<file path="config.mk">
export PLATFORM = sky130hd
export DESIGN_NAME = fix_ari_sub_pipe_flat
export DESIGN_NICKNAME = d
export VERILOG_FILES = /design/src/rtl/fix_ari_pkg.sv /design/src/rtl/fix_ari_sub_pipe_if.sv /design/src/rtl/fix_ari_sat.sv /design/src/rtl/fix_ari_sub_pipe.sv /design/src/flat_wrapper.sv
export SDC_FILE = /design/constraint.sdc
export NUM_CORES = 1
export LEC_CHECK = 0
export CORE_MARGIN = 2
export CORE_UTILIZATION = 40
export CTS_BUF_LIST = sky130_fd_sc_hd__clkbuf_4 sky130_fd_sc_hd__clkbuf_8
export DETAILED_ROUTE_END_ITERATION = 8
export DONT_BUFFER_PORTS = 1
export GPL_ROUTABILITY_DRIVEN = 1
export PLACE_DENSITY = 0.67
export SLEW_MARGIN = 10
export SYNTH_ARGS = -nofsm -noshare
export SYNTH_HDL_FRONTEND = slang
export SYNTH_SLANG_ARGS = --single-unit
</file>
<file path="constraint.sdc">
create_clock -name clk -period 3.5 [get_ports clk]
set_clock_uncertainty 0.15 [all_clocks]
set_input_delay 0.525 -clock clk [delete_from_list [all_inputs] [get_ports clk]]
set_output_delay 0.525 -clock clk [all_outputs]
set_load 0.02 [all_outputs]
</file>
<file path="src/rtl/fix_ari_pkg.sv">
// Shared fixed-point arithmetic definitions: signed range limits and overflow
// classification used by the saturating adder/subtractor family.
package fix_ari_pkg;

    typedef enum logic [1:0] {
        SAT_NONE = 2'd0,
        SAT_POS  = 2'd1,
        SAT_NEG  = 2'd2
    } sat_e;

    function automatic logic [63:0] fix_max(input int w);
        return (64'd1 << (w - 1)) - 64'd1;
    endfunction

    function automatic logic [63:0] fix_min(input int w);
        return ~fix_max(w);
    endfunction

    // A DATA+1-bit exact result overflows DATA bits exactly when its two MSBs differ.
    function automatic sat_e sat_kind(input logic msb, input logic nxt);
        if (!msb && nxt) return SAT_POS;
        if (msb && !nxt) return SAT_NEG;
        return SAT_NONE;
    endfunction

endpackage

</file>
<file path="src/rtl/fix_ari_sub_pipe_if.sv">
// Streaming bus of the pipelined saturating subtractor: input beat, result
// beat and saturation status.
interface fix_ari_sub_pipe_if #(
    parameter int DATA  = 16,
    parameter int CNT_W = 8
);
    logic                    in_valid;
    logic                    in_ready;
    logic                    mode;
    logic                    clr;
    logic signed [DATA-1:0]  data_in1;
    logic signed [DATA-1:0]  data_in2;
    logic                    out_valid;
    logic                    out_ready;
    logic signed [DATA-1:0]  data_out;
    logic                    sat_pos;
    logic                    sat_neg;
    logic [CNT_W-1:0]        sat_cnt;

    modport master (
        output in_valid, mode, clr, data_in1, data_in2, out_ready,
        input  in_ready, out_valid, data_out, sat_pos, sat_neg, sat_cnt
    );

    modport slave (
        input  in_valid, mode, clr, data_in1, data_in2, out_ready,
        output in_ready, out_valid, data_out, sat_pos, sat_neg, sat_cnt
    );
endinterface

</file>
<file path="src/rtl/fix_ari_sat.sv">
// Combinational clamp of a signed DATA+1-bit value into the signed DATA-bit
// range, flagging which limit was hit.
module fix_ari_sat
    import fix_ari_pkg::*;
#(
    parameter int DATA = 16
) (
    input  logic signed [DATA:0]   value_i,
    output logic signed [DATA-1:0] data_o,
    output logic                   sat_pos_o,
    output logic                   sat_neg_o
);
    localparam logic [63:0] MAX64 = fix_max(DATA);
    localparam logic [63:0] MIN64 = fix_min(DATA);
    localparam logic signed [DATA-1:0] MAX_V = MAX64[DATA-1:0];
    localparam logic signed [DATA-1:0] MIN_V = MIN64[DATA-1:0];

    sat_e kind;

    always_comb begin
        kind      = sat_kind(value_i[DATA], value_i[DATA-1]);
        data_o    = value_i[DATA-1:0];
        sat_pos_o = 1'b0;
        sat_neg_o = 1'b0;
        case (kind)
            SAT_POS: begin
                data_o    = MAX_V;
                sat_pos_o = 1'b1;
            end
            SAT_NEG: begin
                data_o    = MIN_V;
                sat_neg_o = 1'b1;
            end
            default: ;
        endcase
    end
endmodule

</file>
<file path="src/rtl/fix_ari_sub_pipe.sv">
// Two-stage saturating subtractor (in1 - in2 or running acc - in2) with
// valid/ready on both sides and a sticky saturation event counter.
module fix_ari_sub_pipe
    import fix_ari_pkg::*;
#(
    parameter int DATA  = 16,
    parameter int CNT_W = 8
) (
    input logic              clk,
    input logic              rst,
    fix_ari_sub_pipe_if.slave bus
);
    logic                   s2_load;
    logic                   s1_adv;
    logic                   accept;
    logic                   emit;
    logic signed [DATA-1:0] minuend;
    logic signed [DATA:0]   diff_d;
    logic signed [DATA-1:0] acc_q, acc_d, acc_sat;
    logic [1:0]             acc_flags_unused;
    logic signed [DATA:0]   diff_p1_q;
    logic                   vld_p1_q;
    logic signed [DATA-1:0] sat_data;
    logic                   sat_pos_w, sat_neg_w;
    logic signed [DATA-1:0] data_p2_q;
    logic                   pos_p2_q, neg_p2_q, vld_p2_q;
    logic [CNT_W-1:0]       cnt_q, cnt_d;

    assign s2_load = !vld_p2_q || bus.out_ready;
    assign s1_adv  = s2_load || !vld_p1_q;
    assign accept  = bus.in_valid && s1_adv;
    assign emit    = vld_p2_q && bus.out_ready;

    // clr zeroes the running minuend for a same-cycle accumulate beat
    always_comb begin
        minuend = bus.data_in1;
        if (bus.mode) begin
            minuend = bus.clr ? '0 : acc_q;
        end
    end

    assign diff_d = {minuend[DATA-1], minuend} - {bus.data_in2[DATA-1], bus.data_in2};

    fix_ari_sat #(.DATA(DATA)) u_sat_acc (
        .value_i   (diff_d),
        .data_o    (acc_sat),
        .sat_pos_o (acc_flags_unused[1]),
        .sat_neg_o (acc_flags_unused[0])
    );

    always_comb begin
        acc_d = acc_q;
        if (accept && bus.mode) begin
            acc_d = acc_sat;
        end else if (bus.clr) begin
            acc_d = '0;
        end
    end

    always_comb begin
        cnt_d = cnt_q;
        if (bus.clr) begin
            cnt_d = '0;
        end else if (emit && (pos_p2_q || neg_p2_q) && !(&cnt_q)) begin
            cnt_d = cnt_q + 1'b1;
        end
    end

    fix_ari_sat #(.DATA(DATA)) u_sat_p2 (
        .value_i   (diff_p1_q),
        .data_o    (sat_data),
        .sat_pos_o (sat_pos_w),
        .sat_neg_o (sat_neg_w)
    );

    always_ff @(posedge clk or posedge rst) begin
        if (rst) begin
            vld_p1_q  <= 1'b0;
            diff_p1_q <= '0;
            vld_p2_q  <= 1'b0;
            data_p2_q <= '0;
            pos_p2_q  <= 1'b0;
            neg_p2_q  <= 1'b0;
            acc_q     <= '0;
            cnt_q     <= '0;
        end else begin
            // S1: exact DATA+1-bit difference
            if (s1_adv) begin
                vld_p1_q <= accept;
            end
            if (accept) begin
                diff_p1_q <= diff_d;
            end
            // S2: clamped result, held while downstream stalls
            if (s2_load) begin
                vld_p2_q <= vld_p1_q;
                if (vld_p1_q) begin
                    data_p2_q <= sat_data;
                    pos_p2_q  <= sat_pos_w;
                    neg_p2_q  <= sat_neg_w;
                end
            end
            acc_q <= acc_d;
            cnt_q <= cnt_d;
        end
    end

    assign bus.in_ready  = s1_adv;
    assign bus.out_valid = vld_p2_q;
    assign bus.data_out  = data_p2_q;
    assign bus.sat_pos   = pos_p2_q;
    assign bus.sat_neg   = neg_p2_q;
    assign bus.sat_cnt   = cnt_q;
endmodule

</file>
<file path="src/flat_wrapper.sv">
// flat-port wrapper written by rule: the top's interface ports become plain ports
module fix_ari_sub_pipe_flat import fix_ari_pkg::*;
#(
    parameter int DATA  = 16,
    parameter int CNT_W = 8
)
  (clk, rst, bus_in_valid, bus_mode, bus_clr, bus_data_in1, bus_data_in2, bus_out_ready, bus_in_ready, bus_out_valid, bus_data_out, bus_sat_pos, bus_sat_neg, bus_sat_cnt);
  fix_ari_sub_pipe_if #(.DATA(DATA), .CNT_W(CNT_W)) bus_i ();
  input logic clk;
  input logic rst;
  input wire logic [$bits(bus_i.in_valid)-1:0] bus_in_valid;
  input wire logic [$bits(bus_i.mode)-1:0] bus_mode;
  input wire logic [$bits(bus_i.clr)-1:0] bus_clr;
  input wire logic [$bits(bus_i.data_in1)-1:0] bus_data_in1;
  input wire logic [$bits(bus_i.data_in2)-1:0] bus_data_in2;
  input wire logic [$bits(bus_i.out_ready)-1:0] bus_out_ready;
  output wire logic [$bits(bus_i.in_ready)-1:0] bus_in_ready;
  output wire logic [$bits(bus_i.out_valid)-1:0] bus_out_valid;
  output wire logic [$bits(bus_i.data_out)-1:0] bus_data_out;
  output wire logic [$bits(bus_i.sat_pos)-1:0] bus_sat_pos;
  output wire logic [$bits(bus_i.sat_neg)-1:0] bus_sat_neg;
  output wire logic [$bits(bus_i.sat_cnt)-1:0] bus_sat_cnt;
  assign bus_i.in_valid = bus_in_valid;
  assign bus_i.mode = bus_mode;
  assign bus_i.clr = bus_clr;
  assign bus_i.data_in1 = bus_data_in1;
  assign bus_i.data_in2 = bus_data_in2;
  assign bus_i.out_ready = bus_out_ready;
  assign bus_in_ready = bus_i.in_ready;
  assign bus_out_valid = bus_i.out_valid;
  assign bus_data_out = bus_i.data_out;
  assign bus_sat_pos = bus_i.sat_pos;
  assign bus_sat_neg = bus_i.sat_neg;
  assign bus_sat_cnt = bus_i.sat_cnt;
  fix_ari_sub_pipe #(.DATA(DATA), .CNT_W(CNT_W)) u_core (.clk(clk), .rst(rst), .bus(bus_i));
endmodule
</file>
==> metrics.md, run 1 <==
| Metric | Value |
|---|---|
| Vias in the first global route | 2882 |
| Post-Synthesis Cell Area | 3700 µm² |
| Final routed DRC violation total | 0 |
| PD cells | 622 nW/µm² |
| CP startpoint kind | register |
| CP Class | register to register |
| Synth warnings | 0 |
| Async set-reset flop share out of synthesis | 100% |
| Fillcell total | 899 |
| CTS tree | built |
| Area Growth Syn to Fin | 11.2% |
| DR vias/cell | 5.40 |
| Most used cell, CP | nand3_1 |
| Max incr delay on CP | 460 ps |
| EDFF count, synth | 0 |
| Max Slew Vio Count | 0 |
| Hold Buf Count CTS | 0 |
| Hold crit path type | input port to register |
| Vias | 2839 |
| GRT overflow | 0 |
| IR drop worst, VDD | 0.000208 V |
| Post-Synthesis Cells | 407 |
| Die X-Extent | 100 µm |
| Maximum clock rate | 312 MHz |
| Drt wl/cell | 16.4 µm |
| Register Area | 1530 µm² |
| Slowest cell on the critical path | ha_2 |
| Initial antenna violation count | 0 |
| Bufs on Longest Clock Path | 2 |
| Port bufs | 0 |
| Net Count, Synth | 466 |
| Worst-path cell chain | nor2b_1 -> mux2i_1 -> ha_1 -> inv_1 -> fa_2 -> a21oi_2 -> o211a_1 -> o211ai_1 -> nand3_1 -> a22oi_2 -> ha_2 -> buf_4 -> nand3_1 -> mux2_2 -> nand2_1 |
| Final Wtd Congestion | 0.904 |
| # diodes | 0 |
| Initial Util | 40.6% |
| Die area | 10000 µm² |
| Iter 0 DRT Violations | 160 |
| Most used routing layer | met2 |
| First-pass GRT wire length | 14.2 mm |
| Slew @ Worst Pin | 1050 ps |
| DRT antenna net count | 0 |
| Final Hold Fails | 0 |
| CTS H-Tree Depth | 3 |
| Die Ht | 100 µm |
| Seq/Total Area, Yosys | 41.3% |
| Setup violations, final | 0 |
| Gates resized, CTS repair | 0 |
| Clock latency on the worst-skew pair | 350 ps |
| Setup TNS | 0 ps |
| Post-CTS Setup Bufs | 0 |
| Num ports | 66 |
| Crit end category | register |
| Area of the multi-input gates | 2070 µm² |
| Cell row count | 35 |
| Seq cells post-synth | 61 |
| Yosys top cell by area | dfrtp_1 |
| Status | complete, no violations |
| Total Power | 2560 µW |
| Leakage | 0.00188 µW |
| CP delay by family, top | adder cells |
| Post-route clock period utilization | 91.5% |
| Detailed placer's ending HPWL | 6.47 mm |
| Drt pass-1 iters | 4 |
| Largest net degree at the start of global routing | 50 |
| CTS clk-pin slew, worst paths | 80 ps |
| CORE AREA | 9110 µm² |
| Most used DFF post-synth | dfrtp_1 |
| Fin nets | 469 |
| GR met2 Demand/Resource | 28.0% |
| Total track usage | 18.1% |
| Min Tclk post-route | 3200 ps |
| Met3 usage | 5.29% |
| Max-cap viol count | 0 |
| Share of the synthesized area in the top cell type | 41.3% |
| Max_slew headroom | 30.0% |
| Root buf cell | clkbuf_8 |
| Total CTS buffers | 9 |
| Share of post-route cells with drive strength above 1 | 16.9% |
| WP data required | 3640 ps |
| CP Buf/Inv Count | 2 |
| Top post-synthesis cells by area | dfrtp_1 (41%), ha_1 (6.8%), o21ai_0 (6.1%) |
| CP max FO | 8 |
| Clock sinks | 61 |
| Library cells used by synthesis | 50 |
| Routing usage on met1 | 24.0% |
| Avg Cell Area, Syn | 9.09 µm² |
| Arrival @ worst endpoint | 3340 ps |
| RSZ-0062 raised after global routing | no |
| Final wirelength | 8.64 mm |
## cell usage after synthesis (2+ instances only)
master	n
mux2i_1	4
buf_6	4
o211ai_1	4
or3_1	2
nor2_1	11
a31oi_1	5
nand3_1	7
xnor2_1	9
nand4_1	3
ha_1	20
a2111oi_0	2
and3_1	4
a21o_1	2
o21a_1	2
o21ai_0	45
xor2_1	10
and3_2	2
nand2_1	58
inv_1	26
mux2_2	19
nor2b_1	16
clkbuf_1	14
and2_1	2
dfrtp_1	61
nand2b_1	3
nor3_1	2
a21oi_1	39
nand3b_1	8
o211a_1	2
## state kept, by name (all words and copies together) (netlist names)
name                  count
u_core.bus.data_out      16
u_core.bus.sat_pos        1
u_core.bus.sat_neg        1
u_core.acc_q             16
u_core.bus.sat_cnt        8
u_core.diff_p1_q         17
u_core.vld_p1_q           1
u_core.bus.out_valid      1
## routing by layer
metal	part of all wire (%)	wire length, µm	vias to the layer above
met4	1.9	168	0
li1	-	-	1414
met2	44	3840	82
met1	47	4090	1329
met5	0	0	-
met3	6.3	546	14
## kinds of logic after synthesis
family,count (synthesis),synth area share (%)
simple gates,123,16.4
compound gates,115,18.3
flops,61,41.3
buf+inv,45,5.38
mux,23,6.87
fa+ha+maj,21,7.30
xor+xnor,19,4.50
## cell type report
| class | count | share of cell area (%) |
|---|---|---|
| Inverter | 26 | 2.37 |
| Sequential cell | 61 | 37.1 |
| Clock buffer | 9 | 3.01 |
| Multi-Input combinational cell | 301 | 50.3 |
| Timing Repair Buffer | 11 | 2.01 |
| Clock inverter | 7 | 1.82 |
| Tap cell | 111 | 3.37 |
## power breakdown
group          internal (µW)  switching, µW
clock network            330            302
logic                    342            444
registers                902            238
## cells in the final DEF (no fill, tap or decap), types with 3 or more instances in the layout
master	netlist	final
xor2_1	10	10
a31oi_1	5	4
mux2i_1	4	4
a21oi_2	1	3
clkinvlp_4	0	3
nand3_1	7	7
clkbuf_8	0	9
nand2b_1	3	3
ha_4	0	3
nor2_1	11	11
nand3b_1	8	8
nand4_1	3	3
dfrtp_1	61	61
inv_1	26	25
ha_1	20	16
o211ai_1	4	4
a21oi_1	39	37
mux2_2	19	17
o21ai_0	45	44
nand2_1	58	57
xnor2_1	9	9
and3_1	4	4
nor2b_1	16	14
buf_4	0	11
## per-stage QoR
stage | util [%] | hold slack [ps] | std cells | cell area [µm²] | setup WS [ps]
CTS | 45.1 | 74.2 | 526 | 4110 | 201
floorplan | - | 296 | 407 | 3820 | 17.5
global placement | 42.9 | 309 | 510 | 3910 | 179
detailed placement | 42.9 | 321 | 510 | 3910 | 82.5
global route | 45.2 | 81.1 | 526 | 4120 | 76.5
finish | 45.2 | 92.0 | 526 | 4120 | 298
## worst register-to-register path, delay by kind of cell, from the launching register on
family / cells / cell delay [ps]
simple gates: 4 / 390
fa+ha+maj: 3 / 1020
compound gates: 4 / 600
buf+inv: 2 / 220
flops: 1 / 350
mux: 2 / 420
## worst paths after layout
kind,start,endpoint,slack [ps],cells after the start
setup / recovery,u_core.acc_q[0],u_core.acc_q[8],300,15
hold / removal,bus_clr,u_core.bus.sat_cnt[7],90,1
setup reg to reg,u_core.acc_q[0],u_core.acc_q[8],300,15
hold reg to reg,u_core.diff_p1_q[10],u_core.diff_p1_q[10],330,2
max in group asynchronous,rst,u_core.diff_p1_q[0],2310,2
min in group asynchronous,rst,u_core.bus.data_out[4],160,1
No activity file was read; power rests on OpenSTA's default activity.
==> inputs of run 2 (changes only) <==
Settings changed: CAP_MARGIN set to 40, REMOVE_ABC_BUFFERS set to 1.
Clock period 3.5 ns to 2.74 ns, I/O delays scaled along.
==> run 2 against run 1 <==
- the flow now finishes with violations (setup timing)
- clock power is 40% higher
- count of clock-buffer cells in the layout is 1 higher
- total power is 44% higher
- die area stayed put
- sequential power is 27% higher
- sequential cell count stayed put
- first-iteration DRC count is 2.5% higher
- critical endpoint is now u_core.acc_q[14]
- critical path type unchanged
- fmax is 2.9% higher
- register-to-register slack worse by 670 ps
- setup slack worse by 670 ps
- wire length is 8.0% higher
==> metrics.md, run 2 (synthesis gave the netlist of run 1 again) <==
| Metric | Value |
|---|---|
| Drt wl/cell | 16.2 µm (-1.5%) |
| Setup violations, final | 18 (+18) |
| CP Class | register to register |
| Final wirelength | 9.34 mm (+8.0%) |
| Most used cell, CP | ha_4 |
| Drt pass-1 iters | 4 (unchanged) |
| Most used routing layer | met2 |
| Leading cell type in the layout, fill and taps excluded | dfrtp_1 |
| IR drop worst, VDD | 0.000287 V (+38%) |
| Routing usage on met1 | 25.4% (+1.4 points) |
| Cell row count | 35 (unchanged) |
| CTS clk-pin slew, worst paths | 70 ps (about the same) |
| Clock sinks | 61 (unchanged) |
| Arrival @ worst endpoint | 3190 ps (-150 ps) |
| Most frequent cells in the layout | dfrtp_1 (61), buf_4 (58), nand2_1 (56), o21ai_0 (36), a21oi_1 (32) |
| Iter 0 DRT Violations | 164 (+2.5%) |
| Total CTS buffers | 9 (unchanged) |
| Die area | 10000 µm² (unchanged) |
| WP data required | 2820 ps (-820 ps) |
| Num ports | 66 (unchanged) |
| Leakage | 0.00220 µW (+17%) |
| DR vias/cell | 5.35 (-0.88%) |
| Hold path depth | 1 (unchanged) |
| GRT overflow | 0 (unchanged) |
| Total track usage | 19.6% (+1.5 points) |
| Final Hold Fails | 0 (unchanged) |
| Dpl ws | -566 ps (-649 ps) |
| CP startpoint kind | register |
| Die Ht | 100 µm (unchanged) |
| CTS tree | built |
| Worst R2R Path Depth | 12 (-3) |
| Bufs on Longest Clock Path | 2 (unchanged) |
| Vias | 3087 (+8.7%) |
| Largest net degree at the start of global routing | 37 (-26%) |
| Final routed DRC violation total | 0 (unchanged) |
| Final Wtd Congestion | 0.840 (-7.2%) |
| PD cells | 776 nW/µm² (+25%) |
| First-pass GRT wire length | 15.4 mm (+8.8%) |
| DRT antenna net count | 0 (unchanged) |
| # diodes | 0 (unchanged) |
| Max_slew headroom | 49.2% (+19 points) |
| Setup TNS | -4730 ps (-4730 ps) |
| Status | finished, violations left |
| Hold crit path type | input port to register |
| Initial Util | 40.6% (unchanged) |
| CTS H-Tree Depth | 3 (unchanged) |
| Post-route clock period utilization | 114% (+22 points) |
| Initial antenna violation count | 0 (unchanged) |
| Vias in the first global route | 3061 (+6.2%) |
| Crit end category | register |
| CORE AREA | 9110 µm² (unchanged) |
| Maximum clock rate | 321 MHz (+2.9%) |
| Port bufs | 0 (unchanged) |
| Max-cap viol count | 0 (unchanged) |
| Min Tclk post-route | 3110 ps (-91.5 ps) |
| GR met2 Demand/Resource | 32.9% (+4.9 points) |
| Met3 usage | 4.39% (-0.91 points) |
| Max Slew Vio Count | 0 (unchanged) |
| Largest Register | u_core.diff_p1_q |
| Detailed placer's ending HPWL | 6.64 mm (+2.7%) |
| Area Growth Syn to Fin | 28.1% |
| Hold Slack | 33.5 ps (-58.6 ps) |
| Slew @ Worst Pin | 761 ps (-288 ps) |
| Max incr delay on CP | 350 ps (-110 ps) |
| Clock latency on the worst-skew pair | 340 ps (about the same) |
| RSZ-0062 raised after global routing | yes |
| CP max FO | 5 (-3) |
| Die X-Extent | 100 µm (unchanged) |
| Slowest cell on the critical path | dfrtp_1 |
| Failing checks | setup timing |
| Largest register FFs | 17 (unchanged) |
| Fin nets | 521 (+11%) |
| Final worst slack | -371 ps (-669 ps) |
| Share of post-route cells with drive strength above 1 | 31.5% (+15 points) |
| Root buf cell | clkbuf_8 |
| Worst-path cell chain | nor2b_2 -> mux2_4 -> ha_4 -> and4_4 -> a21oi_2 -> o211ai_1 -> nand3_1 -> a22oi_2 -> ha_4 -> buf_6 -> o21a_1 -> a221o_1 |
==> run 2: cell count changes in the layout (fill, tap and decap cells not counted), moves of 5 or more <==
cell / change
mux2_2: -6
ha_1: -6
buf_4: +47
a21oi_2: +5
a21oi_1: -5
o21ai_1: +5
ha_4: +5
o21ai_0: -8
mux2_4: +6
==> run 2: what timing repair did <==
action                     4_1_cts  5_1_grt
buffers inserted                 7        4
pin swaps                       25       20
cloned                           2        0
hold endpoints to repair        42        0
hold buffers                     2        0
gates resized for setup         52       20
setup endpoints to repair       19       21
==> run 2: per-layer routing <==
layer | up-vias | share of wire (%)
li1 | 1523 | -
met1 | 1484 | 45
met2 | 71 | 49
met3 | 9 | 5.0
met4 | 0 | 1.4
met5 | - | 0
==> run 2: where the power goes <==
group	switching, µW	internal, µW
clock network	357	527
registers	300	1150
logic	680	664
total	1340	2340
==> run 2: final cells by class <==
type | instances | area, µm²
clock inverter | 5 | 75.1
sequential | 61 | 1530
multi-input combinational | 302 | 2290
clock buffer | 10 | 138
inverter | 26 | 97.6
fill | 818 | 4370
tap | 111 | 139
timing repair buffer | 62 | 478
==> run 2: through the flow <==
step                area, µm²  total power (µW)  cells  utilization, %
floorplan                3600              2140    388               -
global placement         4100              2520    547            45.0
detailed placement       4110              2560    548            45.1
CTS                      4640              3610    573            50.9
global route             4740              3910    577            52.0
finish                   4740              3680    577            52.0
==> run 2: critical path, delay by kind of cell, from the launching register on <==
family | cells | cell delay [ps]
muxes | 1 | 270
and+or+nand+nor | 3 | 540
DFF | 1 | 350
AOI/OAI and AO/OA | 5 | 970
buffers and inverters | 1 | 130
adders and majority gates | 2 | 560
==> run 2: final timing paths <==
check                               startpoint  slack [ps]                endpoint
max                            u_core.acc_q[6]        -370        u_core.acc_q[14]
min                               bus_in_valid          30         u_core.vld_p1_q
max reg2reg                    u_core.acc_q[6]        -370        u_core.acc_q[14]
min reg2reg                u_core.diff_p1_q[9]         330     u_core.diff_p1_q[9]
max in group asynchronous                  rst        1230  u_core.bus.data_out[7]
min in group asynchronous                  rst         520  u_core.bus.data_out[1]
